`config.mk`:
```
export PLATFORM = sky130hd
export DESIGN_NAME = vpu_chain_seq
export DESIGN_NICKNAME = d
export VERILOG_FILES = /design/src/rtl/vpu_seq_pkg.sv /design/src/rtl/vpu_seq_stage.sv /design/src/rtl/vpu_chain_seq.sv
export SDC_FILE = /design/constraint.sdc
export NUM_CORES = 1
export LEC_CHECK = 0
export CORE_ASPECT_RATIO = 0.7
export CORE_MARGIN = 2
export CORE_UTILIZATION = 50
export DETAILED_ROUTE_END_ITERATION = 8
export PLACE_DENSITY_LB_ADDON = 0.25
export SKIP_CTS_REPAIR_TIMING = 1
export SLEW_MARGIN = 0
export SYNTH_ARGS = -nofsm -noshare
export SYNTH_HDL_FRONTEND = slang
export SYNTH_SLANG_ARGS = --single-unit
export TNS_END_PERCENT = 1
```
`constraint.sdc`:
```
create_clock -name clk -period 3.9 [get_ports clk]
set_clock_uncertainty 0.1 [all_clocks]
set_input_delay 0.585 -clock clk [delete_from_list [all_inputs] [get_ports clk]]
set_output_delay 0.585 -clock clk [all_outputs]
set_load 0.02 [all_outputs]
```
`src/rtl/vpu_seq_pkg.sv`:
```
// Shared types for the VPU hyper-block job sequencer: job record, stage states
// and the configuration range check used by the top at elaboration.
package vpu_seq_pkg;

  localparam int N_MAX     = 8;
  localparam int MODE_MAX  = 8;
  localparam int STAGE_MAX = 8;
  localparam int TAG_MAX   = 16;

  // Fields are sized for the largest legal configuration; the top zero-extends.
  typedef struct packed {
    logic [N_MAX-1:0]     n;
    logic [MODE_MAX-1:0]  mode;
    logic [STAGE_MAX-1:0] skip;
    logic [TAG_MAX-1:0]   tag;
    logic                 err;
  } job_t;

  typedef enum logic [1:0] {
    ST_IDLE = 2'd0,
    ST_RUN  = 2'd1,
    ST_HOLD = 2'd2
  } stage_state_t;

  function automatic bit cfg_ok(input int num_stages, input int power_width,
                                input int mode_width, input int tag_width,
                                input int job_depth, input int timeout_width);
    return (num_stages >= 1) && (num_stages <= STAGE_MAX) &&
           (power_width >= 1) && (power_width <= N_MAX) &&
           (mode_width >= 1) && (mode_width <= MODE_MAX) &&
           (tag_width >= 1) && (tag_width <= TAG_MAX) &&
           (job_depth >= 2) && ((job_depth & (job_depth - 1)) == 0) &&
           (timeout_width >= 2) && (timeout_width <= 32);
  endfunction

endpackage

```
`src/rtl/vpu_seq_stage.sv`:
```
// One sequencer stage: IDLE/RUN/HOLD FSM, per-job watchdog and the hand-off
// register feeding the next stage (absent on the last stage).
module vpu_seq_stage
  import vpu_seq_pkg::*;
#(
  parameter int STAGE         = 0,
  parameter bit IS_LAST       = 1'b0,
  parameter int TIMEOUT_WIDTH = 16
) (
  input  logic         clk,
  input  logic         rst_n,
  input  logic         en,
  input  logic         clr_err,
  input  logic         src_valid,
  input  job_t         src_job,
  output logic         src_pop,
  input  logic         done,
  output logic         start,
  output job_t         view_job,
  output logic         hand,
  output job_t         job,
  output logic         h_valid,
  output job_t         h_job,
  input  logic         h_pop,
  output logic         err_timeout,
  output stage_state_t state
);

  localparam logic [TIMEOUT_WIDTH-1:0] WD_ONE  = TIMEOUT_WIDTH'(1);
  // The counter reaches all-ones on the cycle the error becomes visible.
  localparam logic [TIMEOUT_WIDTH-1:0] WD_FIRE = {{(TIMEOUT_WIDTH-1){1'b1}}, 1'b0};

  stage_state_t             state_next;
  logic [TIMEOUT_WIDTH-1:0] wd;
  logic                     take;
  logic                     timeout;
  logic                     skip_eff;
  logic                     dst_free;

  assign skip_eff = src_job.skip[STAGE] | src_job.err;
  assign dst_free = IS_LAST ? 1'b1 : (!h_valid || h_pop);
  assign src_pop  = take;
  assign view_job = take ? src_job : job;

  always_comb begin
    state_next = state;
    take       = 1'b0;
    start      = 1'b0;
    hand       = 1'b0;
    timeout    = 1'b0;
    case (state)
      ST_IDLE: begin
        if (src_valid && en) begin
          take = 1'b1;
          if (skip_eff) begin
            state_next = ST_HOLD;
          end else begin
            state_next = ST_RUN;
            start      = 1'b1;
          end
        end
      end
      ST_RUN: begin
        if (done) begin
          state_next = ST_HOLD;
        end else if (wd == WD_FIRE) begin
          state_next = ST_HOLD;
          timeout    = 1'b1;
        end
      end
      ST_HOLD: begin
        if (dst_free) begin
          hand       = 1'b1;
          state_next = ST_IDLE;
        end
      end
      default: state_next = ST_IDLE;
    endcase
  end

  always_ff @(posedge clk or negedge rst_n) begin
    if (!rst_n) begin
      state <= ST_IDLE;
    end else begin
      state <= state_next;
    end
  end

  always_ff @(posedge clk or negedge rst_n) begin
    if (!rst_n) begin
      job         <= '0;
      wd          <= '0;
      h_valid     <= 1'b0;
      h_job       <= '0;
      err_timeout <= 1'b0;
    end else begin
      if (take) begin
        job <= src_job;
        wd  <= WD_ONE;
      end else if (state == ST_RUN) begin
        wd <= wd + WD_ONE;
      end
      if (timeout) begin
        job.err     <= 1'b1;
        err_timeout <= 1'b1;
      end else if (clr_err) begin
        err_timeout <= 1'b0;
      end
      if (!IS_LAST) begin
        if (hand) begin
          h_valid <= 1'b1;
          h_job   <= job;
        end else if (h_pop) begin
          h_valid <= 1'b0;
        end
      end
    end
  end

endmodule

```
`src/rtl/vpu_chain_seq.sv`:
```
// Job sequencer for a chain of VPU stages: job FIFO feeding NUM_STAGES
// in-order stages, with per-stage skip, watchdog and sticky error flags.
module vpu_chain_seq
  import vpu_seq_pkg::*;
#(
  parameter int NUM_STAGES    = 2,
  parameter int POWER_WIDTH   = 4,
  parameter int MODE_WIDTH    = 2,
  parameter int TAG_WIDTH     = 4,
  parameter int JOB_DEPTH     = 4,
  parameter int TIMEOUT_WIDTH = 16
) (
  input  logic                              clk,
  input  logic                              rst_n,
  input  logic                              i_en,
  input  logic                              i_start,
  input  logic [POWER_WIDTH-1:0]            i_n,
  input  logic [MODE_WIDTH-1:0]             i_mode,
  input  logic [NUM_STAGES-1:0]             i_skip,
  input  logic [TAG_WIDTH-1:0]              i_tag,
  output logic                              o_ready,
  output logic [$clog2(JOB_DEPTH):0]        o_level,
  output logic [NUM_STAGES-1:0]             o_start,
  output logic [NUM_STAGES*POWER_WIDTH-1:0] o_n_stage,
  output logic [NUM_STAGES*MODE_WIDTH-1:0]  o_mode_stage,
  input  logic [NUM_STAGES-1:0]             i_done,
  output logic                              o_done,
  output logic [TAG_WIDTH-1:0]              o_done_tag,
  output logic                              o_done_err,
  output logic                              o_busy,
  output logic [NUM_STAGES-1:0]             o_err_timeout,
  output logic                              o_err_overflow,
  input  logic                              i_clr_err
);

  localparam int AW = $clog2(JOB_DEPTH);
  localparam int LW = AW + 1;
  localparam logic [LW-1:0] DEPTH_L = LW'(JOB_DEPTH);
  localparam logic [AW-1:0] PTR_ONE = AW'(1);
  localparam logic [LW-1:0] CNT_ONE = LW'(1);

  if (!cfg_ok(NUM_STAGES, POWER_WIDTH, MODE_WIDTH, TAG_WIDTH, JOB_DEPTH, TIMEOUT_WIDTH)) begin : g_bad_cfg
    $error("vpu_chain_seq: parameter out of range");
  end

  job_t          fifo_mem [JOB_DEPTH];
  logic [AW-1:0] wr_ptr;
  logic [AW-1:0] rd_ptr;
  logic [LW-1:0] count;
  logic [LW-1:0] count_next;
  logic          push;
  logic          pop;
  logic          en_q;
  job_t          push_job;

  job_t         src_job  [NUM_STAGES];
  job_t         h_job    [NUM_STAGES];
  job_t         view_job [NUM_STAGES];
  job_t         st_job   [NUM_STAGES];
  stage_state_t st_state [NUM_STAGES];
  logic [NUM_STAGES-1:0] src_valid;
  logic [NUM_STAGES-1:0] src_pop;
  logic [NUM_STAGES-1:0] h_valid;
  logic [NUM_STAGES-1:0] h_pop;
  logic [NUM_STAGES-1:0] hand;
  logic [NUM_STAGES-1:0] occ;

  assign push = i_start && o_ready;
  assign pop  = src_pop[0];

  always_comb begin
    push_job                        = '0;
    push_job.n[POWER_WIDTH-1:0]     = i_n;
    push_job.mode[MODE_WIDTH-1:0]   = i_mode;
    push_job.skip[NUM_STAGES-1:0]   = i_skip;
    push_job.tag[TAG_WIDTH-1:0]     = i_tag;
  end

  always_comb begin
    count_next = count;
    case ({push, pop})
      2'b10:   count_next = count + CNT_ONE;
      2'b01:   count_next = count - CNT_ONE;
      default: count_next = count;
    endcase
  end

  always_ff @(posedge clk) begin
    if (push) begin
      fifo_mem[wr_ptr] <= push_job;
    end
  end

  // i_en is registered so a rising enable issues on the following cycle.
  always_ff @(posedge clk or negedge rst_n) begin
    if (!rst_n) begin
      wr_ptr         <= '0;
      rd_ptr         <= '0;
      count          <= '0;
      o_ready        <= 1'b1;
      o_err_overflow <= 1'b0;
      en_q           <= 1'b0;
    end else begin
      en_q    <= i_en;
      count   <= count_next;
      o_ready <= (count_next != DEPTH_L);
      if (push) wr_ptr <= wr_ptr + PTR_ONE;
      if (pop)  rd_ptr <= rd_ptr + PTR_ONE;
      if (i_start && !o_ready) begin
        o_err_overflow <= 1'b1;
      end else if (i_clr_err) begin
        o_err_overflow <= 1'b0;
      end
    end
  end

  assign o_level = count;

  for (genvar s = 0; s < NUM_STAGES; s++) begin : g_stage
    if (s == 0) begin : g_src_fifo
      assign src_valid[s] = (count != '0);
      assign src_job[s]   = fifo_mem[rd_ptr];
    end else begin : g_src_hand
      assign src_valid[s] = h_valid[s-1];
      assign src_job[s]   = h_job[s-1];
    end

    if (s == NUM_STAGES - 1) begin : g_pop_last
      assign h_pop[s] = 1'b0;
    end else begin : g_pop_mid
      assign h_pop[s] = src_pop[s+1];
    end

    vpu_seq_stage #(
      .STAGE         (s),
      .IS_LAST       (s == NUM_STAGES - 1),
      .TIMEOUT_WIDTH (TIMEOUT_WIDTH)
    ) u_stage (
      .clk         (clk),
      .rst_n       (rst_n),
      .en          (en_q),
      .clr_err     (i_clr_err),
      .src_valid   (src_valid[s]),
      .src_job     (src_job[s]),
      .src_pop     (src_pop[s]),
      .done        (i_done[s]),
      .start       (o_start[s]),
      .view_job    (view_job[s]),
      .hand        (hand[s]),
      .job         (st_job[s]),
      .h_valid     (h_valid[s]),
      .h_job       (h_job[s]),
      .h_pop       (h_pop[s]),
      .err_timeout (o_err_timeout[s]),
      .state       (st_state[s])
    );

    assign o_n_stage[s*POWER_WIDTH +: POWER_WIDTH]  = view_job[s].n[POWER_WIDTH-1:0];
    assign o_mode_stage[s*MODE_WIDTH +: MODE_WIDTH] = view_job[s].mode[MODE_WIDTH-1:0];
    assign occ[s] = (st_state[s] != ST_IDLE) || h_valid[s];
  end

  assign o_done     = hand[NUM_STAGES-1];
  assign o_done_tag = o_done ? st_job[NUM_STAGES-1].tag[TAG_WIDTH-1:0] : '0;
  assign o_done_err = o_done && st_job[NUM_STAGES-1].err;
  assign o_busy     = (count != '0) || (|occ);

endmodule
```
---- Word-level counts from Yosys, hierarchy flattened ----
Memories as Yosys holds them, arrays and structs flattened.
Cells that the tools add are included.
operators by class
  $add $sub $neg .......................... 6
  equality and inequality tests ........... 14
  muxes and demuxes ....................... 48
  bitwise operators ....................... 2
  reduce and logical (&&, ||, !) cells .... 27
operators with widths
  operator               number
  $mux 37                2
  $mux 16                4
  $add 16x1->16 const B  2
  $eq 16x16->1 const B   2
  $mux 1                 29
  $reduce_bool 2->1      10
  $mux 2                 9
  $eq 2x1->1 const B     3
  $eq 2x2->1 const B     3
  $ne 2x1->1 const B     3
  $ne 3x2->1 const B     2
  $pmux 2 s3             1
  $pmux 3 s2             1
  $logic_and 1x1->1      5
  $add 2x1->2 const B    2
  $logic_not 2->1        2
  $logic_or 1x1->1       4
  $mux 4                 1
  $pmux 2 s2             1
  $add 3x1->3 const B    1
  $ne 3x3->1 const B     1
  $reduce_and 3->1       1
  $reduce_bool 3->1      1
  $sub 3x1->3 const B    1
  5 further kinds        6
storage, ports and cells
  register bits after elaboration ......... 168
  memory bits (writable) .................. 48
  bits of input ports ..................... 19
  output and inout port bits .............. 28
  word-level logic and storage cells ...... 129
  memories kept ........................... 1
memories
  name      depth  bits a word  rd ports  clocked after memory_dff  wr ports  line                 source
  fifo_mem  4      12           1         0                         1         vpu_chain_seq.sv:46  job_t fifo_mem [JOB_DEPTH];

---- Logic depth before layout (Yosys ltp) ----
Gate-level depths: netlist of run 1.
  depth after elaboration ................. 7
  mapped depth ............................ 11
  gate-level depth less buffers ........... 10

---- By module ----
Synthesis of run 1 repeated with hierarchy kept, for this count alone.
unflattened totals
  cells, all modules ...................... 805
  area, all modules ....................... 9243.9 um2
modules (own cells, without submodules)
  module                              times used  cells an instance  area an instance (um2)  sequential area each (um2)
  vpu_seq_stage (g_stage[0].u_stage)  1           372                4093.9                  2552.4
  vpu_seq_stage (g_stage[1].u_stage)  1           320                2871.5                  1501.4
  vpu_chain_seq                       1           113                2278.4                  1692.9

---- Least setup slack after synthesis of run 1 ----
No wires, ideal clock.
  kind .................................... register to register
  from .................................... reg count[0] (netlist: o_level[0])
  to ...................................... reg o_ready
  library setup time ...................... 0.082 ns
  data arrival time ....................... 2.309 ns
  data required time ...................... 3.718 ns
  slack ................................... 1.409 ns
  cell stages (with the launch flop) ...... 12
  path buffers ............................ 1
  clock period less this slack ............ 2.491 ns
  cell sequence ........................... dfrtp_1 o31ai_4 or3_1 inv_1 buf_4 ha_1 inv_1 fa_1 xor2_1 nor2_1 xor2_1 nand2_1
between the ends
  longest elaborated chain between the ends .. 7
  elaborated cells between the ends (all ways) .. 10
  classes of those cells .................. add/sub: 2; eq/ne: 3; mux: 3; reduce/logical: 2
ends and longest elaborated chain
  element                                   line                  source
  start: declaration                        vpu_chain_seq.sv:49   logic [LW-1:0] count;
  start signal: assignment                  vpu_chain_seq.sv:105  count <= count_next;
  $reduce_bool 3->1 *                       vpu_chain_seq.sv:121  assign src_valid[s] = (count != '0);
  $logic_and 1x1->1 *                       vpu_seq_stage.sv:53   if (src_valid && en) begin
  $mux 1 *                                  vpu_seq_stage.sv:53
  $mux 1 *                                  vpu_seq_stage.sv:51   case (state)
  via g_stage[0].u_stage.src_pop            vpu_seq_stage.sv:16   output logic src_pop,
  $eq 2x1->1 or $eq 2x2->1 (tied branches)  vpu_chain_seq.sv:81   case ({push, pop})
  $pmux 3 s2 *                              vpu_chain_seq.sv:81
  via count_next[2]                         vpu_chain_seq.sv:50   logic [LW-1:0] count_next;
  $ne 3x3->1 *                              vpu_chain_seq.sv:106  o_ready <= (count_next != DEPTH_L);
  end signal: assignment                    vpu_chain_seq.sv:106
  end: declaration                          vpu_chain_seq.sv:21   output logic o_ready,
The timed path passes the listed nets; every way through them passes the cells marked *.
A chain may end at the register's enable or synchronous reset.

---- Worst setup path after layout of run 1 ----
  from .................................... reg rd_ptr[0]
  to ...................................... out o_n_stage[1]
between the ends
  longest elaborated chain between the ends .. 2
ends and longest elaborated chain
  element                   line                  source
  start: declaration        vpu_chain_seq.sv:48   logic [AW-1:0] rd_ptr;
  start signal: assignment  vpu_chain_seq.sv:108  if (pop) rd_ptr <= rd_ptr + PTR_ONE;
  $mem_v2 4x12              n/a
  $mux 37                   vpu_seq_stage.sv:43   assign view_job = take ? src_job : job;
  end: declaration          vpu_chain_seq.sv:24   output logic [NUM_STAGES*POWER_WIDTH-1:0] o_n_stage,
No other way between the ends. The select of a mux whose other input is x is not followed.

==> results of run 1 <==
[through the flow]
step                setup WS [ns]  utilization (%)
floorplan                    1.41                -
global placement             1.14             55.9
detailed placement           1.12             55.9
CTS                         0.634             61.1
global route                0.518             61.1
finish                      0.693             61.1
[registers in the layout (all words and copies together), names as in the netlist, 3 cells and up]
name / flops
fifo_mem: 48
g_stage.u_stage.h_job: 12
g_stage.u_stage.job: 23
g_stage.u_stage.state: 4
g_stage.u_stage.wd: 32
o_level: 3
[cell type report]
class                   count  share of cell area [%]
clock buffers              17                    6.32
clock inverters            15                    2.29
inverters                  16                   0.892
multi-input cells         251                    28.0
flip-flops and latches    132                    52.7
well taps                 153                    2.84
repair buffers             48                    6.99
[worst min path at each step]
stage / from / end / slack, ns / cells after the start
after detailed placement: g_stage[0].u_stage.job[0] / g_stage[0].u_stage.job[0] / 0.36 / 2
after floorplan: rst_n / en_q / 0.19 / 0
after global placement: g_stage[0].u_stage.job[2] / g_stage[0].u_stage.job[2] / 0.35 / 2
after global routing: rst_n / g_stage[0].u_stage.wd[4] / 0.34 / 1
final: rst_n / g_stage[0].u_stage.wd[9] / 0.24 / 1
after CTS: rst_n / g_stage[0].u_stage.wd[8] / 0.29 / 1
[power breakdown]
group          leakage, uW  switching [uW]  internal [uW]
Combinational     0.000950             760            692
Clock             0.000281             689            855
Sequential         0.00153             259           1800
Total              0.00276            1710           3350
[placed cells by master (no fill, tap or decap), types with 10 or more instances in the layout]
master	count
clkbuf_16	17
nand3_1	22
edfxtp_1	48
nand4_1	10
nand2_1	61
clkdlybuf4s50_1	44
inv_1	16
dfrtp_1	83
o21ai_0	21
mux2_2	23
mux4_2	10
[logic make-up after synthesis]
group	Yosys count	synth area share [%]
and+or+nand+nor	137	12.4
DFF	132	62.9
AOI/OAI and AO/OA	57	7.32
muxes	39	10.2
buffers and inverters	37	3.68
adders and majority gates	10	2.35
xor gates and xnor gates	7	1.09
other	1	0.0665
[metal layers]
layer | share of wire (%) | vias up | global-route usage (%)
li1 | - | 1622 | -
met1 | 48 | 1665 | 27.7
met2 | 46 | 102 | 27.3
met3 | 5.2 | 7 | 7.11
met4 | 0.78 | 0 | 5.14
met5 | 0 | - | 0
[critical path: cells and delay by family, from the launching register on]
kind | cells | cell delay, ns
buf+inv | 2 | 0.80
flops | 1 | 0.62
mux | 1 | 0.52
simple gates | 2 | 0.16
==> flow_summary_export.csv, run 1 <==
group,metric,value,unit
cells_and_area,fin_nets,495,
routing,wirelength,10300,um
cells_and_area,syn_to_final_growth,19.4,%
worst_setup_path,crit_path_start,"rd_ptr[0]",
logic_synthesis,synth.net_count,449,
timing,min_period,3.21,ns
timing,slew_headroom,31.6,%
worst_setup_path,arrival,2.52,ns
worst_setup_path,cp-endpoint,"o_n_stage[1]",
timing,hold_viol_final,0,
logic_synthesis,yosysMostFrequentCell,"dfrtp_1",
worst_setup_path,required,3.21,ns
worst_setup_path,path_max_fanout,9,
cells_and_area,multi_input_area,1890,sq um
placed_design,dp_hpwl,6680,um
worst_setup_path,r2r-start,"o_level[0]",
logic_synthesis,synth_edf_count,48,
power,power_leakage,0.00276,uW
logic_synthesis,netlist_instances,420,
routing,drt_pre_antenna_iters,5,
clocking,clk_pin_slew,0.07,ns
grt,grt_pass1_wl,17200,um
logic_synthesis,synthArstFlopShare,63.6,%
placed_design,gp_congestion,0.788,
die,num_rows,32,
cells_and_area,stdcell_area,6730,sq um
logic_synthesis,synth_ff_type,"dfrtp_1",
clocking,ctsLongestPathBuffers,2,
die,die_y,92.8,um
cells_and_area,ff_latch_area,3540,sq um
min_path,hold_path_class,"input port to asynchronous set/reset pin",
grt,grt_usage,19.1,%
placed_design,io_buffers,45,
grt,grt_antenna_before_repair,0,
routing,vias,3396,
timing,fin_tns_setup,0,ns
die,io_pins,47,
timing,max_freq,0.312,GHz
timing,report.final.slew_viol_count,0,
placed_design,dp_cells,600,
grt,grt_max_degree,85,
timing,fin_hold_ws,0.243,ns
die,dieWidth,131,um
power,vdd.ir_drop.worst,0.000399,V
logic_synthesis,syn_area,5640,sq um
routing,ant_nets,0,
logic_synthesis,synthTopCellsByArea,"dfrtp_1 (37%), edfxtp_1 (26%), mux2_2 (4.6%)",
worst_setup_path,cp_slowest_cell,"dfrtp_1",
worst_setup_path,reg2reg_slack,1.26,ns
logic_synthesis,ys_seq_elements,132,
cells_and_area,fillerInstances,819,
clocking,cts-root-buf,"clkbuf_16",
grt,grt_overflow,0,
worst_setup_path,worst-r2r-cell-count,10,
worst_setup_path,rr_endpoint,"o_ready",
outcome,status,"completed",
power,power,5060,uW
worst_setup_path,cpPeakStageDelay,0.62,ns
logic_synthesis,synth_top_cell_by_area,"dfrtp_1",
die,start_util,51.2,%
routing,drc,0,
timing,finalSetupViolCount,0,
routing,viasPerCell,5.37,
worst_setup_path,cp_cell_sequence,"buf_4 -> mux4_2 -> nand2_1 -> nand2_1 -> clkdlybuf4s50_1",
logic_synthesis,syn_area_per_cell,13.4,sq um
clocking,numCtsBuffers,17,
routing,first_iter_violations,279,
worst_setup_path,path_common_cell,"nand2_1",
die,die-area,12200,sq um
clocking,clkSinkCount,132,
logic_synthesis,synth_top_cell_area_share,36.8,%
clocking,cts_tree,"yes",
timing,finalCritPeriodShare,82.2,%
job,max_cap_violations,0,
cells_and_area,layout-drive-gt1-share,16.7,%
timing,rsz0062_at_grt,"false",
logic_synthesis,synth.distinct_cells,53,
power,p_per_area,752,nW/um^2
placed_design,postPlaceCellArea,6150,sq um
cells_and_area,num_antenna_cells,0,
timing,worst_pin_slew,1.03,ns
routing,wire_per_inst,16.3,um
cells_and_area,instances_no_fill,632,
clocking,h-tree-depth,4,
grt,grt_pass1_vias,3316,
clocking,clk-insertion-delay-late,0.42,ns
worst_setup_path,critPathCaptureType,"primary output",
worst_setup_path,start_kind,"register",
logic_synthesis,yosysWarnings,1,
logic_synthesis,yosysSeqAreaShare,62.9,%
die,core_area,11000,sq um
logic_synthesis,synth_common_cells,"dfrtp_1 (83), nand2_1 (61), edfxtp_1 (48)",
worst_setup_path,path_class,"register to primary output",
No activity file was read; power rests on OpenSTA's default activity.
==> run 2, diff against run 1 <==
clock period = 2.93 ns   (was 3.9 ns; I/O delays follow)
==> flow_summary_export.csv, run 2 (synthesized netlist as in run 1, its figures left out) <==
group,metric,value,unit
grt,grt_max_degree,48,
timing,worst_pin_slew,0.660,ns
timing,finalCritPeriodShare,95.7,%
routing,drt_pre_antenna_iters,4,
grt,grt_pass1_vias,3586,
routing,drc,0,
cells_and_area,fillerInstances,808,
cells_and_area,reg_top3,"fifo_mem (48), g_stage.u_stage.wd (32), g_stage.u_stage.job (23)",
clocking,ctsLongestPathBuffers,2,
cells_and_area,fin_nets,507,
grt,grt_overflow,0,
cells_and_area,final_util,62.6,%
placed_design,io_buffers,45,
die,dieWidth,131,um
cells_and_area,most-common-layout-cells,"dfrtp_1 (83), nand2_1 (61), edfxtp_1 (48), clkdlybuf4s50_1 (38), mux2_2 (23)",
clocking,clk_pin_slew,0.06,ns
timing,hold_viol_final,0,
job,max_cap_violations,0,
worst_setup_path,required,2.39,ns
worst_setup_path,cpPeakStageDelay,0.62,ns
cells_and_area,largest_reg_flops,48,
placed_design,gp_congestion,0.785,
clocking,clkSinkCount,132,
timing,rsz0062_at_grt,"false",
cells_and_area,syn_to_final_growth,22.3,%
power,vdd.ir_drop.worst,0.000456,V
worst_setup_path,start_kind,"register",
clocking,h-tree-depth,4,
placed_design,postPlaceCellArea,6220,sq um
routing,first_iter_violations,158,
timing,slew_headroom,56.0,%
clocking,numCtsBuffers,17,
die,io_pins,47,
placed_design,dp_hpwl,7010,um
die,core_area,11000,sq um
power,power,6950,uW
power,p_per_area,1010,nW/um^2
clocking,clk-insertion-delay-late,0.41,ns
clocking,cts-root-buf,"clkbuf_16",
grt,grt_antenna_before_repair,0,
cells_and_area,layout-drive-gt1-share,18.3,%
grt,grt_usage,19.7,%
cells_and_area,ff_latch_area,3540,sq um
grt,grt_pass1_wl,18100,um
die,start_util,51.2,%
cells_and_area,num_antenna_cells,0,
timing,max_freq,0.357,GHz
worst_setup_path,critPathCaptureType,"primary output",
worst_setup_path,cp_top_family,"buffers and inverters",
cells_and_area,multi_input_area,1890,sq um
cells_and_area,top_register,"fifo_mem",
routing,viasPerCell,5.42,
die,die_y,92.8,um
routing,wirelength,10600,um
worst_setup_path,path_buf_inv,2,
routing,wire_per_inst,16.5,um
die,die-area,12200,sq um
die,num_rows,32,
min_path,hold_path_class,"register to register",
min_path,whs_path_depth,1,
power,power_leakage,0.00290,uW
timing,min_period,2.80,ns
cells_and_area,stdcell_area,6890,sq um
outcome,status,"completed",
worst_setup_path,worst-r2r-cell-count,11,
cells_and_area,final_common_cell,"dfrtp_1",
worst_setup_path,path_class,"register to primary output",
clocking,cts_tree,"yes",
routing,ant_nets,0,
timing,fin_tns_setup,0,ns
worst_setup_path,cp_slowest_cell,"clkdlybuf4s50_1",
worst_setup_path,arrival,2.26,ns
worst_setup_path,path_max_fanout,28,
worst_setup_path,cp_cell_sequence,"o31ai_4 -> or3_4 -> buf_12 -> nor2_1 -> clkdlybuf4s50_1",
timing,report.final.slew_viol_count,0,
worst_setup_path,cp.depth,5,
routing,vias,3491,
timing,finalSetupViolCount,0,
## run 2: cell type report
| class | instances | share of cell area (%) |
|---|---|---|
| clock buffers | 17 | 6.17 |
| inverters | 16 | 0.926 |
| multi-input cells | 251 | 27.4 |
| clock inverters | 15 | 2.54 |
| flip-flops and latches | 132 | 51.4 |
| repair buffers | 60 | 8.75 |
| well taps | 153 | 2.78 |
## run 2: worst paths after layout
check / end / from / slack [ns]
setup / recovery: o_start[0] / o_level[0] / 0.13
setup reg to reg: o_ready / o_level[0] / 0.42
max in group asynchronous: g_stage[0].u_stage.job[25] / rst_n / 1.66
hold / removal: g_stage[1].u_stage.wd[15] / g_stage[1].u_stage.wd[15] / 0.37
hold reg to reg: g_stage[1].u_stage.wd[15] / g_stage[1].u_stage.wd[15] / 0.37
min in group asynchronous: g_stage[1].u_stage.err_timeout / rst_n / 0.45
## run 2: power by group
group / switching [uW] / internal [uW]
sequential: 304 / 2400
clock: 795 / 1340
combinational: 1100 / 1010
## run 2: metal layers
| layer | vias to the layer above | share of wire (%) | GRT usage (%) |
|---|---|---|---|
| met1 | 1764 | 48 | 28.5 |
| met3 | 13 | 3.5 | 5.72 |
| met5 | - | 0 | 0 |
| li1 | 1662 | - | - |
| met2 | 52 | 48 | 28.7 |
| met4 | 0 | 1.0 | 6.83 |
## run 2: worst reg2reg max path, stage by stage (launching register included)
cell	delay (ns)
dfrtp_1	0.44
o31ai_4	0.11
or3_4	0.37
clkinvlp_4	0.17
buf_4	0.13
ha_1	0.16
inv_1	0.06
fa_1	0.37
xor2_1	0.15
nor2_1	0.12
xor2_1	0.19
nand2_1	0.07
## run 2: per-stage QoR
step / setup WS [ns] / hold WS (ns) / cells
after CTS: -0.145 / -0.0931 / 639
after floorplan: 0.439 / 0.0439 / 420
after global placement: 0.354 / 0.344 / 607
after detailed placement: 0.303 / 0.348 / 607
final: 0.127 / 0.374 / 644
after global routing: 0.0237 / 0.376 / 644
